`src/rtl/data_buffer.sv`:
```
// Single-clock FIFO staging words between SPI shift logic and the host side.
// Strobes are rising-edge detected; define DATA_BUFFER_LEVEL_EN for level-sensitive strobes.
module data_buffer #(
  parameter int WORD_SIZE = 8,
  parameter int DEPTH     = 4
) (
  input  logic                 clk,
  input  logic                 rstn,
  input  logic                 write,
  input  logic                 read,
  input  logic [WORD_SIZE-1:0] data_in,
  output logic [WORD_SIZE-1:0] data_out,
  output logic                 buffer_full,
  output logic                 overflow
);

  localparam int AW = $clog2(DEPTH);
  localparam logic [AW:0] FULL_CNT = (AW+1)'(DEPTH);

  logic [WORD_SIZE-1:0] mem [DEPTH];

  logic [AW-1:0]        wr_ptr_q, wr_ptr_d;
  logic [AW-1:0]        rd_ptr_q, rd_ptr_d;
  logic [AW:0]          count_q, count_d;
  logic [WORD_SIZE-1:0] data_out_q, data_out_d;
  logic                 overflow_q, overflow_d;
  logic                 push_evt, pop_evt, push_ok, pop_ok;

`ifdef DATA_BUFFER_LEVEL_EN
  assign push_evt = write;
  assign pop_evt  = read;
`else
  logic write_q, read_q;

  always_ff @(posedge clk or negedge rstn) begin
    if (!rstn) begin
      write_q <= 1'b0;
      read_q  <= 1'b0;
    end else begin
      write_q <= write;
      read_q  <= read;
    end
  end

  assign push_evt = write & ~write_q;
  assign pop_evt  = read & ~read_q;
`endif

  // A pop in the same cycle frees a slot, so a push on a full buffer is still accepted.
  assign pop_ok  = pop_evt && (count_q != '0);
  assign push_ok = push_evt && ((count_q != FULL_CNT) || pop_ok);

  always_comb begin
    wr_ptr_d   = wr_ptr_q;
    rd_ptr_d   = rd_ptr_q;
    count_d    = count_q;
    data_out_d = data_out_q;
    overflow_d = overflow_q;
    if (pop_ok) begin
      data_out_d = mem[rd_ptr_q];
      rd_ptr_d   = rd_ptr_q + AW'(1);
    end
    if (push_ok) begin
      wr_ptr_d = wr_ptr_q + AW'(1);
    end
    if (push_evt && !push_ok) begin
      overflow_d = 1'b1;
    end
    case ({push_ok, pop_ok})
      2'b10:   count_d = count_q + (AW+1)'(1);
      2'b01:   count_d = count_q - (AW+1)'(1);
      default: count_d = count_q;
    endcase
  end

  always_ff @(posedge clk or negedge rstn) begin
    if (!rstn) begin
      wr_ptr_q   <= '0;
      rd_ptr_q   <= '0;
      count_q    <= '0;
      data_out_q <= '0;
      overflow_q <= 1'b0;
    end else begin
      wr_ptr_q   <= wr_ptr_d;
      rd_ptr_q   <= rd_ptr_d;
      count_q    <= count_d;
      data_out_q <= data_out_d;
      overflow_q <= overflow_d;
    end
  end

  // Storage is never cleared; validity is tracked by the pointers and count.
  always_ff @(posedge clk) begin
    if (push_ok) begin
      mem[wr_ptr_q] <= data_in;
    end
  end

  assign data_out    = data_out_q;
  assign buffer_full = (count_q == FULL_CNT);
  assign overflow    = overflow_q;

endmodule

```
`config.mk`:
```
export PLATFORM = sky130hd
export DESIGN_NAME = data_buffer
export DESIGN_NICKNAME = d
export VERILOG_FILES = /design/src/rtl/data_buffer.sv
export SDC_FILE = /design/constraint.sdc
export NUM_CORES = 1
export LEC_CHECK = 0
export ABC_AREA = 1
export CAP_MARGIN = 20
export CORE_MARGIN = 2
export CORE_UTILIZATION = 55
export CTS_CLUSTER_SIZE = 20
export DETAILED_ROUTE_END_ITERATION = 10
export GPL_TIMING_DRIVEN = 0
export PLACE_DENSITY_LB_ADDON = 0.08
export SKIP_CTS_REPAIR_TIMING = 1
export SYNTH_ARGS = -nofsm -noshare
export SYNTH_HDL_FRONTEND = slang
export SYNTH_SLANG_ARGS = --single-unit
```
`constraint.sdc`:
```
create_clock -name clk -period 3.45 [get_ports clk]
set_input_delay 0.69 -clock clk [delete_from_list [all_inputs] [get_ports clk]]
set_output_delay 0.69 -clock clk [all_outputs]
set_load 0.005 [all_outputs]
```
==> results.md, run 1 <==
| Result | Value | Unit |
|---|---|---|
| Kind of end point of the critical path | flop | - |
| Final net count | 270 | - |
| Overall overflow remaining after global route | 0 | - |
| Full die area | 0.00461 | sq mm |
| Biggest fanout along the worst timing path | 10 | - |
| Layout filler cell count | 335 | - |
| Sink Count | 50 | - |
| Starting density of the core | 56.6 | % |
| Period minus WS final | 2470 | ps |
| Cts bufs inserted | 5 | - |
| Via count of the routed design | 1471 | - |
| Max-cap violations | 0 | - |
| Setup violators final | 0 | - |
| First-pass iteration count of the detailed router | 4 | - |
| Worst EP required | 3630 | ps |
| Number of placed cells counting well taps | 295 | - |
| Outcome | complete, no violations | - |
| Critical path, cell by cell | clkdlybuf4s50_1 -> nand2_1 -> a21oi_4 -> buf_6 -> ha_1 -> inv_1 -> fa_1 -> nand2_1 -> nand3_1 -> xor2_1 | - |
| Routability congestion estimate from global placement | 0.752 | - |
| Synth unique cells | 21 | - |
| Most Used Layer, Global Route | met2 | - |
| Floorplan die height | 67.9 | microns |
| Pre-CTS WS | 677 | ps |
| Maximum vdd drop | 0.426 | mV |
| CTS tree | built | - |
| Post-DP HPWL | 2760 | microns |
| Met3 track demand over resource | 4.93 | % |
| Highest-count cells in the layout ignoring fill and taps | sky130_fd_sc_hd__nand2_1 (77), sky130_fd_sc_hd__inv_1 (47), sky130_fd_sc_hd__edfxtp_1 (32) | - |
| Worst min-delay path category | flop to flop | - |
| Final hold vios | 0 | - |
| Synth Register Bits | 50 | - |
| Relative max-transition margin | 46.7 | % |
| Final slew viol count | 0 | - |
| # rows | 23 | - |
| Sum of internal, switching and leakage power | 1.89 | mW |
| Detail-routed net length per standard cell | 13.3 | microns |
| Number of synthesis warnings | 0 | - |
| Layout cell share with drive strength beyond 1 | 7.91 | % |
| Antenna cell count | 0 | - |
| Clock Skews | 11.2 | ps |
| Multi-input combinational cell area | 597 | sq um |
| Core Area | 0.00397 | sq mm |
| Final worst path period share | 71.5 | % |
| Mapped Area | 0.00225 | sq mm |
| Total negative setup slack | 0 | ps |
| Post-Syn Area per Cell | 10.0 | sq um |
| Crit path DAT | 2640 | ps |
| Net count of the mapped netlist | 242 | - |
| I/O pin total | 22 | - |
| Clock latency of the later-clocked register in the worst-skew pair | 300 | ps |
| Area growth, synth to finish | 16.4 | % |
| Number of global-route vias before repair | 1339 | - |
| DRC violations left | 0 | - |
| Cell type contributing the most total cell area after synthesis | sky130_fd_sc_hd__edfxtp_1 | - |
| Worst slack on hold paths | 480 | ps |
| Fmax | 405 | MHz |
| Fin cells | 303 | - |
| Met1 Usage GRT | 25.9 | % |
| Sequential share of the synthesized area | 62.8 | % |
| Count of nets left with antenna violations after detail routing | 0 | - |
| Number of port buffers | 21 | - |
| RSZ-0062 raised after global routing | false | - |
| Number of vias per cell | 4.85 | - |
| Maximum number of pins on one net before global-route repair | 19 | - |
| Die W | 67.9 | microns |
| Top-area cell type share of the netlist area | 42.8 | % |
| Root buf cell | sky130_fd_sc_hd__clkbuf_8 | - |
| Max incr delay on CP | 510 | ps |
| Sequential Area | 0.00141 | sq mm |
| Top cells by area, synth | sky130_fd_sc_hd__edfxtp_1 (43%), sky130_fd_sc_hd__dfrtp_1 (20%), sky130_fd_sc_hd__nand2_1 (13%) | - |
| CTS H-tree depth | 2 | - |
| Cell Pwr Density | 722 | mW/mm^2 |
| Cell leakage power | 1.24 | nW |
| CTS clock-pin slew for the worst setup and hold paths | 80 | ps |
| Worst setup slack after layout | 983 | ps |
| Kind of start point of the critical path | input pin | - |
| Category of the most critical setup path | input pin to flop | - |
| GRT met2 Usage | 33.4 | % |
| Total track usage | 20.3 | % |
| Least-Margin Pin Slew | 797 | ps |
| Starting DRC count in detailed routing | 106 | - |
| Routed WL | 4050 | microns |
| Commonest non-fill, non-tap cell in the layout | sky130_fd_sc_hd__nand2_1 | - |
| Wire length of the first global-routing pass | 6450 | microns |
| CP max-delay cell | sky130_fd_sc_hd__clkdlybuf4s50_1 | - |
| Antenna violations before repair | 0 | - |
| Cell with the most instances on the worst path | sky130_fd_sc_hd__nand2_1 | - |
| Buffers from clock root to sink, at most | 2 | - |
| Post-Synthesis Cells | 224 | - |
## critical path, delay by kind of cell
| kind | cells | cell delay (ps) |
|---|---|---|
| fa+ha+maj | 2 | 540 |
| buf+inv | 3 | 740 |
| simple gates | 3 | 340 |
| xor+xnor | 1 | 150 |
| compound gates | 1 | 180 |
## cell families (layout without fill, tap and decap cells)
family | Yosys count | in the layout | synth area share, %
simple gates | 108 | 108 | 20.5
buf+inv | 54 | 83 | 10.6
fa+ha+maj | 6 | 6 | 3.67
compound gates | 3 | 3 | 1.17
flops | 50 | 50 | 62.8
xor+xnor | 3 | 3 | 1.17
## synthesized netlist by cell type
library cell and n:
sky130_fd_sc_hd__nand2_1 77, sky130_fd_sc_hd__inv_1 47, sky130_fd_sc_hd__edfxtp_1 32, sky130_fd_sc_hd__nand3_1 20, sky130_fd_sc_hd__dfrtp_1 18, sky130_fd_sc_hd__ha_1 5, sky130_fd_sc_hd__nor2_1 5, sky130_fd_sc_hd__buf_6 4
sky130_fd_sc_hd__nand3_2 2, sky130_fd_sc_hd__o21ai_0 2, sky130_fd_sc_hd__xor2_1 2, sky130_fd_sc_hd__a21oi_4 1, sky130_fd_sc_hd__buf_4 1, sky130_fd_sc_hd__clkinv_1 1, sky130_fd_sc_hd__fa_1 1, sky130_fd_sc_hd__inv_4 1
sky130_fd_sc_hd__nand2_2 1, sky130_fd_sc_hd__nand2_4 1, sky130_fd_sc_hd__nor2_4 1, sky130_fd_sc_hd__nor3_1 1, sky130_fd_sc_hd__xnor2_1 1
## area by class of cell
cell class | instances | area share [%]
multi-input combinational | 120 | 22.8
timing repair buffer | 21 | 8.04
inverter | 49 | 7.13
tap | 50 | 2.39
clock buffer | 6 | 3.16
clock inverter | 2 | 0.478
buffer | 5 | 2.01
sequential | 50 | 54.0
## sequential cells by signal, summed over array words and instances (netlist names)
| register | count |
|---|---|
| wr_ptr_q | 2 |
| data_out | 8 |
| count_q | 3 |
| write_q | 1 |
| mem | 32 |
| overflow | 1 |
| rd_ptr_q | 2 |
| read_q | 1 |
## where the power goes
group | total [mW] | internal, mW | switching, mW
Combinational | 0.701 | 0.299 | 0.402
Sequential | 0.834 | 0.765 | 0.0691
Clock | 0.352 | 0.161 | 0.191
Total | 1.89 | 1.23 | 0.662
## worst paths after layout
path,cells past startpoint,endpoint,start,slack (ps)
worst max-delay path,10,count_q[2],read,980
worst min-delay path,2,overflow,overflow,480
worst max register to register,10,count_q[2],read_q,1450
worst min register to register,2,overflow,overflow,480
max in group asynchronous,1,count_q[1],rstn,2120
min in group asynchronous,1,data_out[0],rstn,840
## routing by layer
metal | routed length, microns | part of all wire [%]
met1 | 1790 | 44
met2 | 2040 | 50
met3 | 141 | 3.5
met4 | 71 | 1.8
met5 | 0 | 0
## metrics by stage
step           cell area (sq um)  util (%)
2_1_floorplan               2250         -
3_3_place_gp                2520      63.5
3_5_place_dp                2520      63.5
4_1_cts                     2620      65.8
5_1_grt                     2620      65.8
6_report                    2620      65.8
Note: power is estimated with default switching activity, not from simulation.
==> run 2, diff against run 1 <==
--- a/config.mk
+++ b/config.mk
@@ -8,7 +8,7 @@
 export ABC_AREA = 1
 export CAP_MARGIN = 20
 export CORE_MARGIN = 2
-export CORE_UTILIZATION = 55
+export CORE_UTILIZATION = 50
 export CTS_CLUSTER_SIZE = 20
 export DETAILED_ROUTE_END_ITERATION = 10
 export GPL_TIMING_DRIVEN = 0
==> constraint.sdc (replaced) <==
create_clock -name clk -period 2.2 [get_ports clk]
set_input_delay 0.44 -clock clk [delete_from_list [all_inputs] [get_ports clk]]
set_output_delay 0.44 -clock clk [all_outputs]
set_load 0.005 [all_outputs]
==> run 2 against run 1 <==
Effect of this change: sequential power rose by 57%; worst hold slack got worse by 120 ps; utilization is 5.8 points lower; largest cell class unchanged; highest routed layer unchanged; design area barely moved.
==> results.md, run 2 (synthesized netlist as in run 1, its figures left out) <==
| Result | Value | Unit | vs previous |
|---|---|---|---|
| Final slew viol count | 0 | - | unchanged |
| Max-cap violations | 0 | - | unchanged |
| Antenna cell count | 0 | - | unchanged |
| Layout cell share with drive strength beyond 1 | 7.91 | % | unchanged |
| Cell with the most instances on the worst path | sky130_fd_sc_hd__nor2_1 | - |  |
| Die W | 71.0 | microns | +4.6% |
| Fin cells | 305 | - | +0.66% |
| Clock Skews | 6.08 | ps | -5.14 ps |
| Root buf cell | sky130_fd_sc_hd__clkbuf_8 | - |  |
| CP max-delay cell | sky130_fd_sc_hd__nor2_1 | - |  |
| Final hold vios | 0 | - | unchanged |
| Family with the most delay on the worst path | simple AND/OR/NAND/NOR gates | - |  |
| CTS clock-pin slew for the worst setup and hold paths | 80 | ps | about the same |
| Number of placed cells counting well taps | 297 | - | +0.68% |
| Worst EP required | 2130 | ps | -1500 ps |
| Wire length of the first global-routing pass | 6700 | microns | +3.8% |
| Detail-routed net length per standard cell | 12.8 | microns | -4.1% |
| Kind of end point of the critical path | flop | - |  |
| I/O pin total | 22 | - | unchanged |
| Starting density of the core | 51.6 | % | -5.0 points |
| First-pass iteration count of the detailed router | 4 | - | unchanged |
| Number of port buffers | 21 | - | unchanged |
| Kind of start point of the critical path | input pin | - |  |
| Register bank with the most flops | mem | - |  |
| Floorplan die height | 71.0 | microns | +4.6% |
| Worst reg2reg path startpoint | count_q[0] | - |  |
| Routed WL | 3910 | microns | -3.5% |
| Setup violators final | 0 | - | unchanged |
| Cell leakage power | 1.24 | nW | +0.11% |
| Highest-count cells in the layout ignoring fill and taps | sky130_fd_sc_hd__nand2_1 (76), sky130_fd_sc_hd__inv_1 (47), sky130_fd_sc_hd__edfxtp_1 (32) | - |  |
| DR WL met2 | 1940 | microns | -4.8% |
| Core Area | 0.00435 | sq mm | +9.6% |
| Category of the most critical setup path | input pin to flop | - |  |
| Worst R2R Setup Slack | 230 | ps | -1220 ps |
| Worst Setup EP | mem[3][0] | - |  |
| Commonest non-fill, non-tap cell in the layout | sky130_fd_sc_hd__nand2_1 | - |  |
| Crit path DAT | 1970 | ps | -670 ps |
| # rows | 24 | - | +4.3% |
| Max incr delay on CP | 600 | ps | +90 ps |
| Cell Pwr Density | 1110 | mW/mm^2 | +54% |
| Clock latency of the later-clocked register in the worst-skew pair | 300 | ps | about the same |
| Post-DP HPWL | 2680 | microns | -2.8% |
| Sink Count | 50 | - | unchanged |
| Biggest fanout along the worst timing path | 8 | - | -2 |
| CP bufs+invs | 2 | - | -1 |
| Final net count | 270 | - | unchanged |
| CTS tree | built | - |  |
| DR WL met3 | 165 | microns | +17% |
| Full die area | 0.00505 | sq mm | +9.4% |
| Fmax | 491 | MHz |  |
| Maximum number of pins on one net before global-route repair | 19 | - | unchanged |
| Cts bufs inserted | 5 | - | unchanged |
| Number of global-route vias before repair | 1476 | - | +10% |
| Least-Margin Pin Slew | 811 | ps | +14.5 ps |
| Period minus WS final | 2040 | ps |  |
| Relative max-transition margin | 45.7 | % | -0.94 points |
| Total negative setup slack | 0 | ps | unchanged |
| Maximum vdd drop | 0.623 | mV | +46% |
| Area growth, synth to finish | 16.3 | % | about the same |
| Worst min-delay path category | input pin to flop | - |  |
| Routability congestion estimate from global placement | 0.741 | - | -1.6% |
| Starting DRC count in detailed routing | 53 | - | -50% |
| Count of nets left with antenna violations after detail routing | 0 | - | unchanged |
| DRC violations left | 0 | - | unchanged |
| RSZ-0062 raised after global routing | false | - |  |
| Depth of the most critical reg-to-reg path | 9 | - | -1 |
| Total track usage | 18.0 | % | -2.4 points |
| Layout filler cell count | 392 | - | +17% |
| Number of flip-flops under the largest register name | 32 | - | unchanged |
| Worst Setup SP | write | - |  |
| Outcome | complete, no violations | - |  |
| Critical path, cell by cell | clkdlybuf4s50_1 -> inv_1 -> nor2_1 -> nand2_4 -> nor2_1 | - |  |
| Path length in cells of the critical path | 5 | - | -5 |
| M1 WL | 1750 | microns | -2.6% |
| Overall overflow remaining after global route | 0 | - | unchanged |
| RR Endpoint | count_q[2] | - |  |
| Buffers from clock root to sink, at most | 2 | - | unchanged |
| Top metal layer carrying routed signals | met4 | - |  |
| Number of vias per cell | 4.66 | - | -4.0% |
| Final worst path period share | 92.7 | % |  |
| Via count of the routed design | 1421 | - | -3.4% |
| CTS H-tree depth | 2 | - | unchanged |
| Antenna violations before repair | 0 | - | unchanged |
[run 2: power breakdown]
| group | switching (mW) | internal [mW] |
|---|---|---|
| combinational | 0.617 | 0.471 |
| clock | 0.275 | 0.226 |
| sequential | 0.108 | 1.20 |
[run 2: worst min-delay path by stage]
stage                startpoint     endpoint  slack (ps)  cells after the start
finish                     read       read_q         360                      1
floorplan                  rstn   count_q[0]         140                      0
detailed placement  data_out[1]  data_out[1]         460                      2
global route               read       read_q         350                      1
CTS                 data_out[1]  data_out[1]         490                      2
global placement       overflow     overflow         450                      2
[run 2: per-stage QoR]
| stage | utilization (%) | area, sq um | setup WS, ps | power, mW | hold WS (ps) |
|---|---|---|---|---|---|
| 6_report | 60.0 | 2610 | 162 | 2.90 | 357 |
| 5_1_grt | 60.0 | 2610 | 22.1 | 3.15 | 354 |
| 4_1_cts | 59.8 | 2600 | 10.1 | 2.94 | 487 |
| 3_5_place_dp | 57.9 | 2520 | -294 | 2.43 | 464 |
| 3_3_place_gp | 57.9 | 2520 | -281 | 2.41 | 448 |
| 2_1_floorplan | - | 2250 | 387 | 2.03 | 144 |
[run 2: cell type report]
class	instances	area, sq um	share of cell area, %
buffer	5	52.6	2.01
clock buffer	8	80.1	3.07
inverter	49	186	7.14
multi-input combinational	120	604	23.1
sequential	50	1410	54.0
tap	52	65.1	2.49
timing repair buffer	21	213	8.14
[run 2: layer usage]
metal	up-vias	GRT usage [%]
met4	0	5.03
met5	-	0
met1	647	22.5
met2	24	30.4
met3	6	5.41
li1	744	-
